==> config.mk <==
export PLATFORM = sky130hd
export DESIGN_NAME = sdram_arbiter
export DESIGN_NICKNAME = d
export VERILOG_FILES = /design/src/rtl/sdram_arb_pkg.sv /design/src/rtl/sdram_ref_timer.sv /design/src/rtl/sdram_arbiter.sv
export SDC_FILE = /design/constraint.sdc
export NUM_CORES = 1
export LEC_CHECK = 0
export CAP_MARGIN = 20
export CORE_MARGIN = 2
export CORE_UTILIZATION = 35
export CTS_CLUSTER_SIZE = 14
export DETAILED_ROUTE_END_ITERATION = 6
export PLACE_DENSITY = 0.91
export RECOVER_POWER = 100
export SYNTH_ARGS = -nofsm -noshare
export SYNTH_HDL_FRONTEND = slang
export SYNTH_HIERARCHICAL = 1
export SYNTH_SLANG_ARGS = --single-unit
==> constraint.sdc <==
create_clock -name clk -period 2 [get_ports clk]
set_input_delay 0.6 -clock clk [delete_from_list [all_inputs] [get_ports clk]]
set_output_delay 0.6 -clock clk [all_outputs]
set_load 0.01 [all_outputs]
==> src/rtl/sdram_arb_pkg.sv <==
// Shared types and constants for the SDRAM arbiter slice: the scheduler state
// encoding, the NOP command pattern and the SDRAM bus widths.
package sdram_arb_pkg;

   localparam int CMD_W  = 4;
   localparam int BA_W   = 2;
   localparam int ADDR_W = 13;

   // {cs_n, ras_n, cas_n, we_n} pattern driven while no generator owns the bus
   localparam logic [CMD_W-1:0] CMD_NOP = 4'b0111;

   typedef enum logic [2:0] {
      INIT  = 3'd0,
      IDLE  = 3'd1,
      AREF  = 3'd2,
      WRITE = 3'd3,
      READ  = 3'd4
   } arb_state_t;

endpackage

==> src/rtl/sdram_ref_timer.sv <==
// Auto-refresh interval timer. Counts while enabled, raises aref_pend every
// REF_PERIOD cycles and flags ref_overrun (sticky until reset) when an interval
// elapses while the previous refresh has still not been started.
module sdram_ref_timer #(
   parameter int REF_PERIOD = 750
) (
   input  logic clk,
   input  logic rst,
   input  logic enable,
   input  logic aref_start,
   output logic aref_pend,
   output logic ref_overrun
);

   localparam int CNT_W = (REF_PERIOD > 1) ? $clog2(REF_PERIOD) : 1;
   localparam logic [CNT_W-1:0] CNT_LAST = CNT_W'(REF_PERIOD - 1);

   logic [CNT_W-1:0] ref_cnt;
   logic             wrap;

   assign wrap = (ref_cnt == CNT_LAST);

   // Interval counter plus pending/overrun flags; a wrap on the same edge as a
   // refresh start wins, so the new interval's request is never lost.
   always_ff @(posedge clk) begin
      if (rst) begin
         ref_cnt     <= '0;
         aref_pend   <= 1'b0;
         ref_overrun <= 1'b0;
      end else if (!enable) begin
         ref_cnt <= '0;
      end else if (wrap) begin
         ref_cnt   <= '0;
         aref_pend <= 1'b1;
         if (aref_pend) begin
            ref_overrun <= 1'b1;
         end
      end else begin
         ref_cnt <= ref_cnt + 1'b1;
         if (aref_start) begin
            aref_pend <= 1'b0;
         end
      end
   end

endmodule

==> src/rtl/sdram_arbiter.sv <==
// Central SDRAM command scheduler. Grants one of the init / auto-refresh /
// write / read generators at a time and muxes its bus onto the SDRAM pins.
// Refresh has priority, bursts are never preempted, and every grant is
// followed by at least one IDLE cycle.
// Grant handshake: a generator owns the bus while its *_en is high; *_en rises
// the cycle after the IDLE decision and falls on the edge that samples the
// matching one-cycle *_done pulse. Done pulses from non-granted generators
// are ignored.
// Build option: define SDRAM_ARB_RR_EN to alternate between write and read
// when both request at once (refresh priority is unchanged); otherwise write
// always wins over read.
module sdram_arbiter
   import sdram_arb_pkg::*;
#(
   parameter int REF_PERIOD = 750
) (
   input  logic              clk,
   input  logic              rst,
   input  logic              init_end,
   input  logic [CMD_W-1:0]  init_cmd,
   input  logic [BA_W-1:0]   init_ba,
   input  logic [ADDR_W-1:0] init_addr,
   input  logic              aref_done,
   input  logic [CMD_W-1:0]  aref_cmd,
   input  logic [ADDR_W-1:0] aref_addr,
   input  logic              wr_req,
   input  logic              wr_done,
   input  logic [CMD_W-1:0]  wr_cmd,
   input  logic [BA_W-1:0]   wr_ba,
   input  logic [ADDR_W-1:0] wr_addr,
   input  logic              rd_req,
   input  logic              rd_done,
   input  logic [CMD_W-1:0]  rd_cmd,
   input  logic [BA_W-1:0]   rd_ba,
   input  logic [ADDR_W-1:0] rd_addr,
   output logic              aref_en,
   output logic              wr_en,
   output logic              rd_en,
   output logic [CMD_W-1:0]  sdram_cmd,
   output logic [BA_W-1:0]   sdram_ba,
   output logic [ADDR_W-1:0] sdram_addr,
   output logic              ref_overrun,
   output arb_state_t        dbg_state,
   output logic              dbg_aref_pend
);

   arb_state_t state;
   logic       aref_pend;
   logic       timer_en;
   logic       aref_start;
   logic       wr_pick;
   logic       rd_pick;

   // The refresh interval only runs once the device is initialised.
   assign timer_en   = (state != INIT);
   // The edge that leaves IDLE for AREF consumes the pending refresh.
   assign aref_start = (state == IDLE) && aref_pend;

`ifdef SDRAM_ARB_RR_EN
   logic last_rd;
   // On a tie, serve whichever side did not get the previous data grant.
   assign wr_pick = wr_req && (!rd_req || last_rd);
`else
   assign wr_pick = wr_req;
`endif
   assign rd_pick = rd_req && !wr_pick;

   sdram_ref_timer #(
      .REF_PERIOD (REF_PERIOD)
   ) u_ref_timer (
      .clk         (clk),
      .rst         (rst),
      .enable      (timer_en),
      .aref_start  (aref_start),
      .aref_pend   (aref_pend),
      .ref_overrun (ref_overrun)
   );

   // Scheduler FSM with registered grants; a grant is only released by the
   // done pulse of the generator that holds it.
   always_ff @(posedge clk) begin
      if (rst) begin
         state   <= INIT;
         aref_en <= 1'b0;
         wr_en   <= 1'b0;
         rd_en   <= 1'b0;
`ifdef SDRAM_ARB_RR_EN
         last_rd <= 1'b0;
`endif
      end else begin
         case (state)
            INIT: begin
               if (init_end) begin
                  state <= IDLE;
               end
            end
            IDLE: begin
               if (aref_pend) begin
                  state   <= AREF;
                  aref_en <= 1'b1;
               end else if (wr_pick) begin
                  state <= WRITE;
                  wr_en <= 1'b1;
`ifdef SDRAM_ARB_RR_EN
                  last_rd <= 1'b0;
`endif
               end else if (rd_pick) begin
                  state <= READ;
                  rd_en <= 1'b1;
`ifdef SDRAM_ARB_RR_EN
                  last_rd <= 1'b1;
`endif
               end
            end
            AREF: begin
               if (aref_done) begin
                  state   <= IDLE;
                  aref_en <= 1'b0;
               end
            end
            WRITE: begin
               if (wr_done) begin
                  state <= IDLE;
                  wr_en <= 1'b0;
               end
            end
            READ: begin
               if (rd_done) begin
                  state <= IDLE;
                  rd_en <= 1'b0;
               end
            end
            default: begin
               state   <= INIT;
               aref_en <= 1'b0;
               wr_en   <= 1'b0;
               rd_en   <= 1'b0;
            end
         endcase
      end
   end

   // Command bus mux selected purely by the current state; IDLE drives NOP.
   always_comb begin
      sdram_cmd  = CMD_NOP;
      sdram_ba   = '0;
      sdram_addr = '0;
      case (state)
         INIT: begin
            sdram_cmd  = init_cmd;
            sdram_ba   = init_ba;
            sdram_addr = init_addr;
         end
         AREF: begin
            sdram_cmd  = aref_cmd;
            sdram_addr = aref_addr;
         end
         WRITE: begin
            sdram_cmd  = wr_cmd;
            sdram_ba   = wr_ba;
            sdram_addr = wr_addr;
         end
         READ: begin
            sdram_cmd  = rd_cmd;
            sdram_ba   = rd_ba;
            sdram_addr = rd_addr;
         end
         default: ;
      endcase
   end

   assign dbg_state     = state;
   assign dbg_aref_pend = aref_pend;

endmodule

# Word level (Yosys, flattened, before mapping)
# Cells that the tools add are included.
# Widths: inputs -> output; s select.
[classes] addsub=1 n_eq_ne=15 n_mux=25 bitwise=4 n_reduce_logical=16
[ops] op="$pmux 13 s4" count=1
[ops] op="$mux 3" count=7
[ops] op="$ne 2x2->1 const B" count=8
[ops] op="$pmux 4 s4" count=1
[ops] op="$pmux 3 s5" count=1
[ops] op="$reduce_or 3->1" count=4
[ops] op="$mux 1" count=11
[ops] op="$add 10x1->10 const B" count=1
[ops] op="$eq 10x10->1 const B" count=1
[ops] op="$reduce_and 5->1" count=2
[ops] op="$pmux 1 s3" count=3
[ops] op="$eq 3x2->1 const B" count=2
[ops] op="$pmux 2 s3" count=1
[ops] op="$reduce_and 3->1" count=2
[ops] op="$ne 4x3->1 const B" count=1
[ops] op="$not 1->1" count=4
[ops] op="$reduce_and 4->1" count=1
[ops] op="$eq 3x1->1 const B" count=1
[ops] op="$eq 3x3->1 const B" count=1
[ops] op="$logic_not 3->1" count=1
[ops] op="$reduce_bool 3->1" count=1
[ops] op="$logic_and 1x1->1" count=2
[ops] op="$ne 2x1->1 const B" count=1
[ops] op="$reduce_and 2->1" count=1
[ops] op="2 further kinds" count=2
[totals] register_bits=18 input_bits=82 elab_cells=68

# Logic depth before layout (Yosys ltp)
[logic_depth] ltp_word=6 ltp_mapped=7 depth_no_buf=6

# Modules after synthesis
# Netlist, hierarchy kept.
[by_module_without_submodules] module="sdram_arbiter" instances=1 cells_per_inst=126 area_per_inst_um2=972.2
[by_module_without_submodules] module="sdram_ref_timer" instances=1 cells_per_inst=62 area_per_inst_um2=550.5

# Worst setup path after synthesis
# Ideal clock, no wire load.
[synth_path] path_kind="register -> output" startpoint="register state[1] (netlist: dbg_state[1])" endpoint="output port sdram_addr[0]" arrival_ns=1.229 setup_slack_ns=0.171 stages_incl_launch_ff=7 n_path_buf=3 path_cell_list="dfxtp_1 buf_6 nand2b_1 clkbuf_2 buf_6 o32ai_1 a21o_1"
[synth_between] elab_chain_len=2 word_cells_on_any_way=5 cone_classes="3 x eq/ne; 1 x mux; 1 x reduce/logical"
[synth_rtl] item="from (decl)" line="sdram_arbiter.sv:47" rtl="arb_state_t state;"
[synth_rtl] item="from (signal assigned)" line="sdram_arbiter.sv:83" rtl="state <= INIT;"
[synth_rtl] item="from (signal assigned)" line="sdram_arbiter.sv:94" rtl="state <= IDLE;"
[synth_rtl] item="from (signal assigned)" line="sdram_arbiter.sv:99" rtl="state <= AREF;"
[synth_rtl] item="$eq 3x3->1 (tied with other cells)" line="sdram_arbiter.sv:148" rtl="case (state)"
[synth_rtl] item="$pmux 13 s4 *" line="sdram_arbiter.sv:148"
[synth_rtl] item="to (decl)" line="sdram_arbiter.sv:41" rtl="output logic [ADDR_W-1:0] sdram_addr,"
# Mark *: on every way between the ends. The rest lies on a longest branch, timed or not.

# Worst setup path after layout
[layout_path] startpoint="register state[1] (netlist: dbg_state[1])" endpoint="output port sdram_cmd[3]"
[layout_between] elab_chain_len=2 word_cells_on_any_way=5 cone_classes="3 x eq/ne; 1 x mux; 1 x reduce/logical"
[layout_rtl] item="$eq 3x3->1 (tied with other cells)" line="sdram_arbiter.sv:148"
[layout_rtl] item="$pmux 4 s4 *" line="sdram_arbiter.sv:148"
[layout_rtl] item="to (decl)" line="sdram_arbiter.sv:39" rtl="output logic [CMD_W-1:0] sdram_cmd,"
# Marked as above.

==> results.txt <==
The critical path goes through clkbuf_16, mux2i_2, o32ai_2, a21o_1, buf_2. In this run the standard cell core region covers 0.00409 mm^2. The family of cells with the greatest summed delay on the critical path is flip-flops. The synthesized design contains 0 enable-type register cells. TritonCTS built the clock tree. Using the TritonRoute via totals, the vias-per-cell ratio works out to 6.01. For this run, the top clock speed supported by timing is 458 MHz. After the last flow step, the layout net total stands at 397. The via count is 2170, and the die extent in x is 70.0 um.

The tools report the reported leakage power as 1.34 nW. Of all nets on the critical path, the largest fanout is 6. The most common flop cell mapped by yosys is sky130_fd_sc_hd__dfxtp_1. In this run the deepest clock path goes through 2 buffers. The final-layout setup total negative slack came out at -1.86 ns.

The kind of path behind the tightest hold check was register to register. For the required time of the critical path, the log shows 1.40 ns. Capture endpoint of the worst hold path: aref_en. CTS saw 18 sinks.

Entering global routing, the biggest net connects 17 pins. For this run, the number of standard cells in the final layout without fillers is 361. The mapped netlist covers 0.00152 mm^2. The cell depth of the worst setup path is 5.

The overall global routing resource usage was 0.273. Hold repair after CTS inserted 0 buffers. For the final routed DRC violation total, the log shows 0.

The wire length of the first global-routing pass is 10.8 mm. The final reports fail on setup timing. The run gives 4 as the iteration count of the initial detailed-routing pass. The worst setup path is captured at an output port.

The cell with the largest stage delay on the worst path was sky130_fd_sc_hd__dfxtp_4. The total power is 1.33 mW. The final layout contains routed wiring with a total length of 7.79 mm. Buffers inserted during clock tree synthesis total 3.

The run finished, with violations left. The post-route worst setup slack came out at -0.185 ns. Routability-driven placement finished with a final weighted congestion of 0.851.

For the post-synthesis sequential area ratio, the log shows 0.237. The root buffer cell chosen for the clock tree is sky130_fd_sc_hd__clkbuf_8. In this run, synthesis produced a sequential element count of 18. After floorplanning, the core was divided into 23 placement rows. Counting both buffers and inverters, the worst setup path holds a total of 2. The startpoint identified for the worst hold timing path is aref_en. Clock latency on the worst-skew pair, taken at its later pin, is 0.25 ns.

The worst register-to-register path begins at dbg_state[0]. For the number of pins with negative max-slew slack in the final report, the log shows 0. Across the run, the number of max-cap violations was 0.

Summed over all layers, the global routing overflow is 0. The total inserted antenna cells is 0. The run gives 1 as the H-tree depth. The number of cells on the worst reg-to-reg path came out at 8. The tools report the startpoint type of the worst setup path as a register. The vertical extent of the die came out at 70.0 um. Setup repair after global routing could not meet its margin everywhere. For this design the top-level I/O count stands at 109. The tools report the maximum VDD drop as 0.000315 V. The reg2reg setup slack came out at 0.16 ns. The tools report the endpoint of the worst register-to-register path as u_ref_timer/ref_cnt[5].

The initial antenna violation count came out at 0. Between clock sinks in the finished design, the worst skew comes to 0.00100 ns. Post-route clock period utilization: 1.09.

Normalized max-slew margin: 0.744. The routed wirelength normalized by instance count is 21.6 um, and the worst stage delay on the critical path is 0.42 ns. The count of fill cells added during filler insertion came out at 249. For the total of warnings raised by yosys, the log shows 6.

Data on the critical path arrives at its endpoint at 1.59 ns. By startpoint and endpoint, the worst setup path is classified as register to output port. The area growth from synthesis to layout was 100%; the count of final hold-check violations was 0. Summed over all nets, the half-perimeter wirelength after detailed placement is 4.68 mm. The synthesized netlist contains 44 unique library cells. The initial cell density of the core was 0.373; the final core area utilization was 0.746.

Subtracting the final worst setup slack from the clock period gives 2.19 ns. The number of DRC markers in iteration 0 was 172. At the pin with the least slew margin, the transition time is 0.383 ns.

The fraction of layout cells with a size suffix above 1 works out to 0.280. The number of nets handed over by synthesis was 272. After clock tree synthesis, the clock-pin slew on the worst setup and hold paths is 0.06 ns. Setup violations remaining at the end of the flow were counted as 19. Once detail routing completed, the nets flagged for antenna violations numbered 0. In this run the power density over the cells is 437 mW/mm^2. Once placement completed, the tool counted placed cells totaling 349. The number of instances in the synthesized netlist is 188. The number of cells traversed by the worst hold path is 2, and the via count of the first global-routing pass is 2118. Input and output buffers added on the ports amount to 108. The synthesized area per cell is 8.10 um^2, and the share of flip-flops with an asynchronous set or reset is 0. Full die area: 0.00489 mm^2.
[worst min-delay path, cell delays in order, from the launching register on]
cell and delay, ns:
sky130_fd_sc_hd__dfxtp_1 0.32, sky130_fd_sc_hd__nand2_1 0.06, sky130_fd_sc_hd__a21oi_1 0.05
[what timing repair did]
| item | CTS | global route |
|---|---|---|
| buffers inserted | 6 | 0 |
| setup endpoints to repair | 20 | 19 |
| gates resized for setup | 165 | 18 |
| cloned | 1 | 2 |
| pin swaps | 21 | 1 |
[placed cells by master (no fill, tap or decap), drive strengths merged, types with 2 or more instances in the layout]
cell,netlist,routed
dlygate4sd2,0,54
buf,11,43
clkdlybuf4s50,0,33
inv,18,18
dfxtp,18,18
mux2i,17,17
a21o,15,15
o32ai,14,14
nor2,13,13
nand2,9,9
a21oi,8,8
nor3,6,6
nand3,5,5
clkbuf,3,5
or3,4,4
nand2b,4,4
nand4,4,4
o21ai,4,4
mux2,3,3
o22ai,3,3
or2,2,2
nand3b,2,2
o2bb2ai,2,2
a32oi,2,2
a31oi,2,2
xor2,2,2
xnor2,2,2
ha,2,2
and2,2,2
[routing by layer]
layer | global-route usage | wire length [um]
met5 | 0 | 0
met4 | 0.135 | 438
met3 | 0.0635 | 705
met2 | 0.492 | 3760
met1 | 0.298 | 2890
[state kept, by name (all words and copies together), names as in the netlist]
signal	cells
wr_en	1
u_ref_timer/ref_overrun	1
u_ref_timer/aref_pend	1
u_ref_timer/ref_cnt	10
rd_en	1
dbg_state	3
aref_en	1
[worst max path at each step]
stage	from	endpoint	slack (ns)
6_report	dbg_state[1]	sdram_cmd[3]	-0.19
5_1_grt	dbg_state[1]	sdram_cmd[3]	-0.23
4_1_cts	dbg_state[1]	sdram_addr[2]	-0.09
3_5_place_dp	rd_addr[2]	sdram_addr[2]	-0.69
3_3_place_gp	rd_addr[12]	sdram_addr[12]	-0.61
2_1_floorplan	dbg_state[1]	sdram_addr[0]	0.17
[kinds of logic (layout without fill, tap and decap cells)]
kind of cell | after synthesis | count (layout) | share of synthesized area
mux | 20 | 20 | 0.134
xor+xnor | 4 | 4 | 0.0230
buf+inv | 32 | 155 | 0.110
flops | 18 | 18 | 0.237
simple gates | 56 | 56 | 0.203
compound gates | 56 | 56 | 0.277
fa+ha+maj | 2 | 2 | 0.0164
[Yosys cell counts, drive strengths merged (2+ instances only)]
master   count  area, um^2
a21o        15         113
a21oi        8        40.0
a31oi        2        12.5
a32oi        2        17.5
and2         2        15.0
buf         11        86.3
clkbuf       3        13.8
dfxtp       18         360
ha           2        25.0
inv         18        67.6
mux2         3        33.8
mux2i       17         170
nand2        9        33.8
nand2b       4        25.0
nand3        5        25.0
nand3b       2        15.0
nand4        4        40.0
nor2        13        48.8
nor3         6        30.0
o21ai        4        20.0
o22ai        3        18.8
o2bb2ai      2        17.5
o32ai       14         123
or2          2        12.5
or3          4        25.0
xnor2        2        17.5
xor2         2        17.5
[report_power, final]
group	internal, mW	switching (mW)
clock	0.134	0.119
sequential	0.368	0.0164
combinational	0.374	0.319
[through the flow]
step | instance area (um^2) | hold slack [ns] | setup WS (ns)
after floorplan | 1520 | 0.475 | 0.171
after global placement | 2730 | 0.459 | -0.606
after detailed placement | 2730 | 0.476 | -0.688
after CTS | 2890 | 0.486 | -0.0852
after global routing | 3050 | 0.514 | -0.229
final | 3050 | 0.482 | -0.185
[cell type report]
cell class,instances,area (um^2),area share
Clock buffer,3,41.3,0.0136
Inverter,18,67.6,0.0222
Multi-Input combinational cell,138,1260,0.414
Sequential cell,18,368,0.121
Tap cell,50,62.6,0.0205
Timing Repair Buffer,134,1240,0.409
(Power assumes the default switching activity.)
